[src/rtl/dtlb_assoc_pkg.sv]
// Shared constants and types for the data TLB.
// Default widths and boot mappings are common with the itlb.
package dtlb_assoc_pkg;
  localparam int DTLB_VPN_BITS = 9;
  localparam int DTLB_PPN_BITS = 9;
  localparam int DTLB_ENTRIES  = 4;
  localparam logic [8:0] DTLB_RST_VPN0 = 9'h010;
  localparam logic [8:0] DTLB_RST_PPN0 = 9'h000;
  localparam logic [8:0] DTLB_RST_VPN1 = 9'h011;
  localparam logic [8:0] DTLB_RST_PPN1 = 9'h009;

  typedef enum logic {
    S_IDLE,
    S_PEND
  } miss_st_e;
endpackage

[src/rtl/dtlb_victim_sel.sv]
// Refill slot choice: lowest invalid entry, else the round-robin victim.
// o_evict flags that a valid entry is about to be replaced.
module dtlb_victim_sel #(
  parameter int NUM_ENTRIES = 4,
  parameter int IDX_BITS    = $clog2(NUM_ENTRIES)
) (
  input  logic [NUM_ENTRIES-1:0] i_valid,
  input  logic [IDX_BITS-1:0]    i_rr_ptr,
  output logic [IDX_BITS-1:0]    o_victim,
  output logic                   o_evict
);
  always_comb begin
    o_evict  = &i_valid;
    o_victim = i_rr_ptr;
    for (int i = NUM_ENTRIES - 1; i >= 0; i--) begin
      if (!i_valid[i]) o_victim = IDX_BITS'(i);
    end
  end
endmodule

[src/rtl/dtlb_assoc.sv]
// Fully-associative data TLB: two lookup ports, refill,
// invalidate, flush and a held miss request.
module dtlb_assoc
  import dtlb_assoc_pkg::*;
#(
  parameter int VPN_BITS    = DTLB_VPN_BITS,
  parameter int PPN_BITS    = DTLB_PPN_BITS,
  parameter int NUM_ENTRIES = DTLB_ENTRIES,
  parameter logic [VPN_BITS-1:0] RST_VPN0 = DTLB_RST_VPN0,
  parameter logic [PPN_BITS-1:0] RST_PPN0 = DTLB_RST_PPN0,
  parameter logic [VPN_BITS-1:0] RST_VPN1 = DTLB_RST_VPN1,
  parameter logic [PPN_BITS-1:0] RST_PPN1 = DTLB_RST_PPN1
) (
  input  logic                clk,
  input  logic                reset,
  input  logic                i_is_word_access,
  input  logic [VPN_BITS-1:0] i_vpn0,
  input  logic [VPN_BITS-1:0] i_vpn1,
  output logic [PPN_BITS-1:0] o_ppn0,
  output logic [PPN_BITS-1:0] o_ppn1,
  output logic                o_hit,
  output logic [VPN_BITS-1:0] o_offending_vpn,
  output logic                o_miss_req,
  output logic [VPN_BITS-1:0] o_miss_vpn,
  input  logic                i_wr_en,
  input  logic [VPN_BITS-1:0] i_wr_vpn,
  input  logic [PPN_BITS-1:0] i_wr_ppn,
  input  logic                i_inv_en,
  input  logic [VPN_BITS-1:0] i_inv_vpn,
  input  logic                i_flush
);
  localparam int IDX_BITS = $clog2(NUM_ENTRIES);

  logic [VPN_BITS-1:0]    r_tag [NUM_ENTRIES];
  logic [PPN_BITS-1:0]    r_ppn [NUM_ENTRIES];
  logic [NUM_ENTRIES-1:0] r_valid;
  logic [IDX_BITS-1:0]    r_rr_ptr;
  miss_st_e               r_state;
  miss_st_e               w_state_nxt;
  logic [VPN_BITS-1:0]    r_miss_vpn;
  logic [VPN_BITS-1:0]    w_miss_vpn_nxt;

  logic [NUM_ENTRIES-1:0] w_m0, w_m1, w_wm, w_im;
  logic                   w_hit0, w_hit1, w_wany;
  logic [IDX_BITS-1:0]    w_widx, w_victim, w_wr_idx;
  logic                   w_evict;

  genvar g;
  generate
    for (g = 0; g < NUM_ENTRIES; g++) begin : g_cmp
      assign w_m0[g] = r_valid[g] && (r_tag[g] == i_vpn0);
      assign w_m1[g] = r_valid[g] && (r_tag[g] == i_vpn1);
      assign w_wm[g] = r_valid[g] && (r_tag[g] == i_wr_vpn);
      assign w_im[g] = r_valid[g] && (r_tag[g] == i_inv_vpn);
    end
  endgenerate

  // Descending scan so the lowest matching index wins
  always_comb begin
    o_ppn0 = '0;
    o_ppn1 = '0;
    w_widx = '0;
    for (int i = NUM_ENTRIES - 1; i >= 0; i--) begin
      if (w_m0[i]) o_ppn0 = r_ppn[i];
      if (w_m1[i]) o_ppn1 = r_ppn[i];
      if (w_wm[i]) w_widx = IDX_BITS'(i);
    end
  end

  assign w_hit0 = |w_m0;
  assign w_hit1 = |w_m1;
  assign w_wany = |w_wm;
  assign o_hit  = w_hit0 && (!i_is_word_access || w_hit1);
  assign o_offending_vpn = w_hit0 ? i_vpn1 : i_vpn0;

  dtlb_victim_sel #(
    .NUM_ENTRIES(NUM_ENTRIES),
    .IDX_BITS   (IDX_BITS)
  ) u_vsel (
    .i_valid (r_valid),
    .i_rr_ptr(r_rr_ptr),
    .o_victim(w_victim),
    .o_evict (w_evict)
  );

  assign w_wr_idx = w_wany ? w_widx : w_victim;

  // Write is ordered after invalidate so it wins on the same VPN
  always_ff @(posedge clk) begin
    if (reset) begin
      for (int i = 0; i < NUM_ENTRIES; i++) begin
        r_valid[i] <= 1'b0;
        r_tag[i]   <= '0;
        r_ppn[i]   <= '0;
      end
      r_tag[0]   <= RST_VPN0;
      r_ppn[0]   <= RST_PPN0;
      r_valid[0] <= 1'b1;
      r_tag[1]   <= RST_VPN1;
      r_ppn[1]   <= RST_PPN1;
      r_valid[1] <= 1'b1;
      r_rr_ptr   <= '0;
    end else if (i_flush) begin
      r_valid <= '0;
    end else begin
      if (i_inv_en) r_valid <= r_valid & ~w_im;
      if (i_wr_en) begin
        r_tag[w_wr_idx]   <= i_wr_vpn;
        r_ppn[w_wr_idx]   <= i_wr_ppn;
        r_valid[w_wr_idx] <= 1'b1;
        if (!w_wany && w_evict)
          r_rr_ptr <= r_rr_ptr + IDX_BITS'(1);
      end
    end
  end

  always_ff @(posedge clk) begin
    if (reset) begin
      r_state    <= S_IDLE;
      r_miss_vpn <= '0;
    end else begin
      r_state    <= w_state_nxt;
      r_miss_vpn <= w_miss_vpn_nxt;
    end
  end

  always_comb begin
    w_state_nxt    = r_state;
    w_miss_vpn_nxt = r_miss_vpn;
    unique case (r_state)
      S_IDLE: begin
        if (!i_flush && !o_hit) begin
          w_state_nxt    = S_PEND;
          w_miss_vpn_nxt = o_offending_vpn;
        end
      end
      S_PEND: begin
        if (i_flush || (i_wr_en && i_wr_vpn == r_miss_vpn))
          w_state_nxt = S_IDLE;
      end
      default: w_state_nxt = S_IDLE;
    endcase
  end

  assign o_miss_req = (r_state == S_PEND);
  assign o_miss_vpn = r_miss_vpn;
endmodule

[config.mk]
export PLATFORM = sky130hd
export DESIGN_NAME = dtlb_assoc
export DESIGN_NICKNAME = d
export VERILOG_FILES = /design/src/rtl/dtlb_assoc_pkg.sv /design/src/rtl/dtlb_victim_sel.sv /design/src/rtl/dtlb_assoc.sv
export SDC_FILE = /design/constraint.sdc
export NUM_CORES = 1
export LEC_CHECK = 0
export ABC_AREA = 1
export ABC_CLOCK_PERIOD_IN_PS = 3100
export BUFFER_PORTS_ARGS = -buffer_cell sky130_fd_sc_hd__buf_2
export CORE_MARGIN = 2
export CORE_UTILIZATION = 38
export CTS_BUF_LIST = sky130_fd_sc_hd__clkbuf_8
export DETAILED_ROUTE_END_ITERATION = 7
export GPL_TIMING_DRIVEN = 0
export PLACE_DENSITY_LB_ADDON = 0.25
export SETUP_SLACK_MARGIN = 0.1
export SLEW_MARGIN = 15
export SYNTH_ARGS = -nofsm -noshare
export SYNTH_HDL_FRONTEND = slang
export SYNTH_SLANG_ARGS = --single-unit
[constraint.sdc]
create_clock -name clk -period 3.1 [get_ports clk]
set_input_delay 0.465 -clock clk [delete_from_list [all_inputs] [get_ports clk]]
set_output_delay 0.465 -clock clk [all_outputs]
set_load 0.005 [all_outputs]
==> key figures <==
Logic synthesis
  • Post-synthesis instance area: 6760 um^2
  • Count leader, synth: nand2_1
  • EDFF count, synth: 72
  • Post-synth ARST share: 0%
  • Post-synthesis net count: 1005
  • Synthesized flop and latch total: 88
  • Ys Warns: 0
  • Post-synthesis cell count: 954
  • Synth area leader: edfxtp_1
  • Top-area cell type share of the netlist area: 32.0%
  • Ys flop type: edfxtp_1
  • Commonest cells post-synth: 238 x nand2_1, 132 x nor2_1, 105 x inv_1, 76 x nand3_1, 72 x edfxtp_1
  • Synthesized area per cell: 7.08 um^2
  • Synth area leaders: edfxtp_1 32%, nand2_1 13%, nor2_1 7.3%
  • Post-synth cell types: 43
  • Sequential fraction of the synthesis area: 36.7%

Clocking
  • Root Buffer: clkbuf_8
  • Clk sinks: 88
  • CTS tree: yes
  • CTS buffer count: 9
  • Worst-skew pair later-pin latency: 0.38 ns
  • Reg clk slew, reported paths: 0.09 ns
  • Clock tree buffer depth: 2
  • H-tree depth: 3

Timing
  • Minimum clock period: 2.97 ns
  • Fin crit share: 95.8%
  • Setup TNS: 0 ns
  • Final Skew: 0.0157 ns
  • Relative max-transition margin: 57.4%
  • Final Hold Viols: 0
  • Slew @ Worst Pin: 0.636 ns
  • Final setup fails: 0
  • Setup ws final: 0.130 ns
  • F_max: 337 MHz
  • Slew Limit Fails: 0
  • Unrepaired setup endpoints after global routing: false

Routing
  • Routed length per instance: 19.9 um
  • Final WL: 26.1 mm
  • Drt via density: 5.44
  • Vias: 7120
  • First-pass DRT Iterations: 6
  • Iter 0 DRT Violations: 832
  • # DRC: 0
  • DRT antenna net count: 0

Critical path
  • Highest-delay cell along the critical path: edfxtp_1
  • Worst Path Arrival: 2.51 ns
  • Reg2reg setup slack: 0.30 ns
  • Crit path kind: reg -> out
  • CP required: 2.63 ns
  • Cell family with most CP delay: simple AND/OR/NAND/NOR gates
  • CP max FO: 10
  • Crit. Startpoint: r_tag[3][7]$_SDFFCE_PN0P_
  • Reg2Reg Depth: 12
  • FF-to-FF End: r_ppn[0][8]$_SDFFCE_PN0P_
  • Worst path bufs/invs: 5
  • Crit. End Element: output port
  • Crit path cell chain: inv_1 -> nand2_1 -> o21ai_0 -> nor2_1 -> nand3_1 -> nor2_4 -> buf_12 -> nor2_1 -> nand2_1 -> nand2_1 -> buf_4 -> inv_1 -> buf_2
  • Critical Path End: o_hit
  • Cell depth of the worst setup path: 13
  • Crit path launch type: register
  • Worst path max stage delay: 0.56 ns
  • R2r startpoint: r_valid[2]$_SDFF_PP0_
  • CP dominant cell by count: nand2_1

Worst hold path
  • Min-Delay Path Class: in -> reg

Global routing
  • Grt met1 use: 39.2%
  • Largest net degree at the start of global routing: 19
  • Total track usage: 27.6%
  • Vias in the first global route: 6519
  • First-pass GRT wire length: 38.1 mm
  • Grt ovf: 0
  • GRT met2 Usage: 42.6%
  • Antenna violations before repair: 0
  • Grt peak-use layer: met2
  • Met3 Use GR: 3.20%

Outcome
  • Status: finished clean

Finish
  • Share of layout cells above drive strength 1: 21.1%
  • Area of the multi-input gates: 3680 um^2
  • P&R area growth vs syn: 18.3%
  • # fillers: 1777
  • Layout Nets: 1130
  • # diodes: 0
  • Sequential Area: 2480 um^2

Placement
  • Routability Congestion: 0.985
  • Pre-CTS setup slack: -0.110 ns
  • Port-buffer cells: 78
  • Dpl hpwl: 19.5 mm

Floorplan
  • Die Area: 18900 um^2
  • Die Ht: 137 um
  • Die W: 137 um
  • Initial core utilization: 38.9%
  • CORE AREA: 17400 um^2
  • FP Rows: 48
  • I/O Pins: 89

Power
  • Leakage: 3.79 nW
  • Pwr dens: 355 nW/um^2
  • Highest ir drop seen on vdd: 0.223 mV

Run
  • Max Cap Viol: 0
## sequential cells by signal, indices dropped and copies added, names as in the netlist
| name | cells |
|---|---|
| r_tag | 36 |
| o_miss_req | 1 |
| r_rr_ptr | 2 |
| r_valid | 4 |
| r_ppn | 36 |
| o_miss_vpn | 9 |
## logic make-up after synthesis
group / Yosys count / share of synthesized area, %
buffers and inverters: 151 / 9.50
AND/OR/NAND/NOR: 523 / 35.3
XOR/XNOR: 53 / 6.87
AO/OA/AOI/OAI: 139 / 11.6
flip-flops: 88 / 36.7
## cell type report
class	instances	area share [%]
Timing Repair Buffer	114	8.42
Buffer	33	2.71
Inverter	118	5.60
Clock inverter	7	1.10
Clock buffer	9	1.55
Tap cell	225	3.52
Sequential cell	88	31.1
Multi-Input combinational cell	715	46.0
## timing repair
| action | 4_1_cts | 5_1_grt |
|---|---|---|
| buffers inserted | 9 | 27 |
| gates resized for setup | 12 | 17 |
| endpoints found under the hold margin | 0 | 0 |
| endpoints found under the setup margin | 38 | 64 |
| hold buffers | 0 | 0 |
| pin swaps | 1 | 4 |
## metal layers
| layer | vias to the layer above | wire (um) |
|---|---|---|
| li1 | 3381 | - |
| met1 | 3284 | 11000 |
| met2 | 384 | 11500 |
| met3 | 71 | 2620 |
| met4 | 0 | 996 |
| met5 | - | 0 |
## cells in the final DEF, fill, tap and decap left out, drive strengths merged
cell / netlist / layout
a211oi: 3 / 3
a21oi: 58 / 58
a221oi: 2 / 2
a22o: 1 / 1
and2: 2 / 2
and3: 1 / 1
buf: 22 / 136
bufinv: 0 / 1
clkbuf: 11 / 20
clkinv: 2 / 2
clkinvlp: 0 / 3
dfxtp: 16 / 16
edfxtp: 72 / 72
inv: 116 / 119
nand2: 241 / 241
nand2b: 1 / 1
nand3: 83 / 83
nand3b: 3 / 3
nand4: 9 / 9
nor2: 155 / 155
nor3: 26 / 26
nor4: 2 / 2
o2111ai: 6 / 6
o211ai: 4 / 4
o21ai: 48 / 48
o221ai: 7 / 7
o22ai: 10 / 10
xnor2: 21 / 21
xor2: 32 / 32
## power by group
group / switching (mW) / internal [mW] / total (mW) / leakage [nW]
clock: 0.472 / 0.388 / 0.859 / 0.0996
combinational: 0.388 / 0.197 / 0.585 / 2.82
sequential: 0.0601 / 1.34 / 1.40 / 0.864
## worst min path at each step
| stage | start | endpoint | slack [ns] | depth (start not counted) |
|---|---|---|---|---|
| 2_1_floorplan | r_rr_ptr[1]$_SDFFE_PP0P_ | r_rr_ptr[1]$_SDFFE_PP0P_ | 0.46 | 2 |
| 3_3_place_gp | r_rr_ptr[0]$_SDFFE_PP0P_ | r_rr_ptr[0]$_SDFFE_PP0P_ | 0.48 | 2 |
| 3_5_place_dp | r_rr_ptr[0]$_SDFFE_PP0P_ | r_rr_ptr[0]$_SDFFE_PP0P_ | 0.49 | 2 |
| 4_1_cts | reset | r_rr_ptr[0]$_SDFFE_PP0P_ | 0.30 | 2 |
| 5_1_grt | reset | r_rr_ptr[0]$_SDFFE_PP0P_ | 0.32 | 2 |
| 6_report | reset | r_rr_ptr[0]$_SDFFE_PP0P_ | 0.31 | 2 |
## per-stage QoR
stage / power [mW] / util (%) / hold slack (ns) / std cells / area, um^2
final: 2.84 / 46.0 / 0.311 / 1309 / 7990
after floorplan: 1.74 / - / 0.458 / 954 / 6760
after global placement: 1.96 / 42.8 / 0.481 / 1257 / 7430
after detailed placement: 1.96 / 42.8 / 0.490 / 1257 / 7430
after global routing: 2.94 / 46.0 / 0.317 / 1309 / 7990
after CTS: 2.81 / 44.6 / 0.303 / 1282 / 7730
No activity file was read; power rests on OpenSTA's default activity.
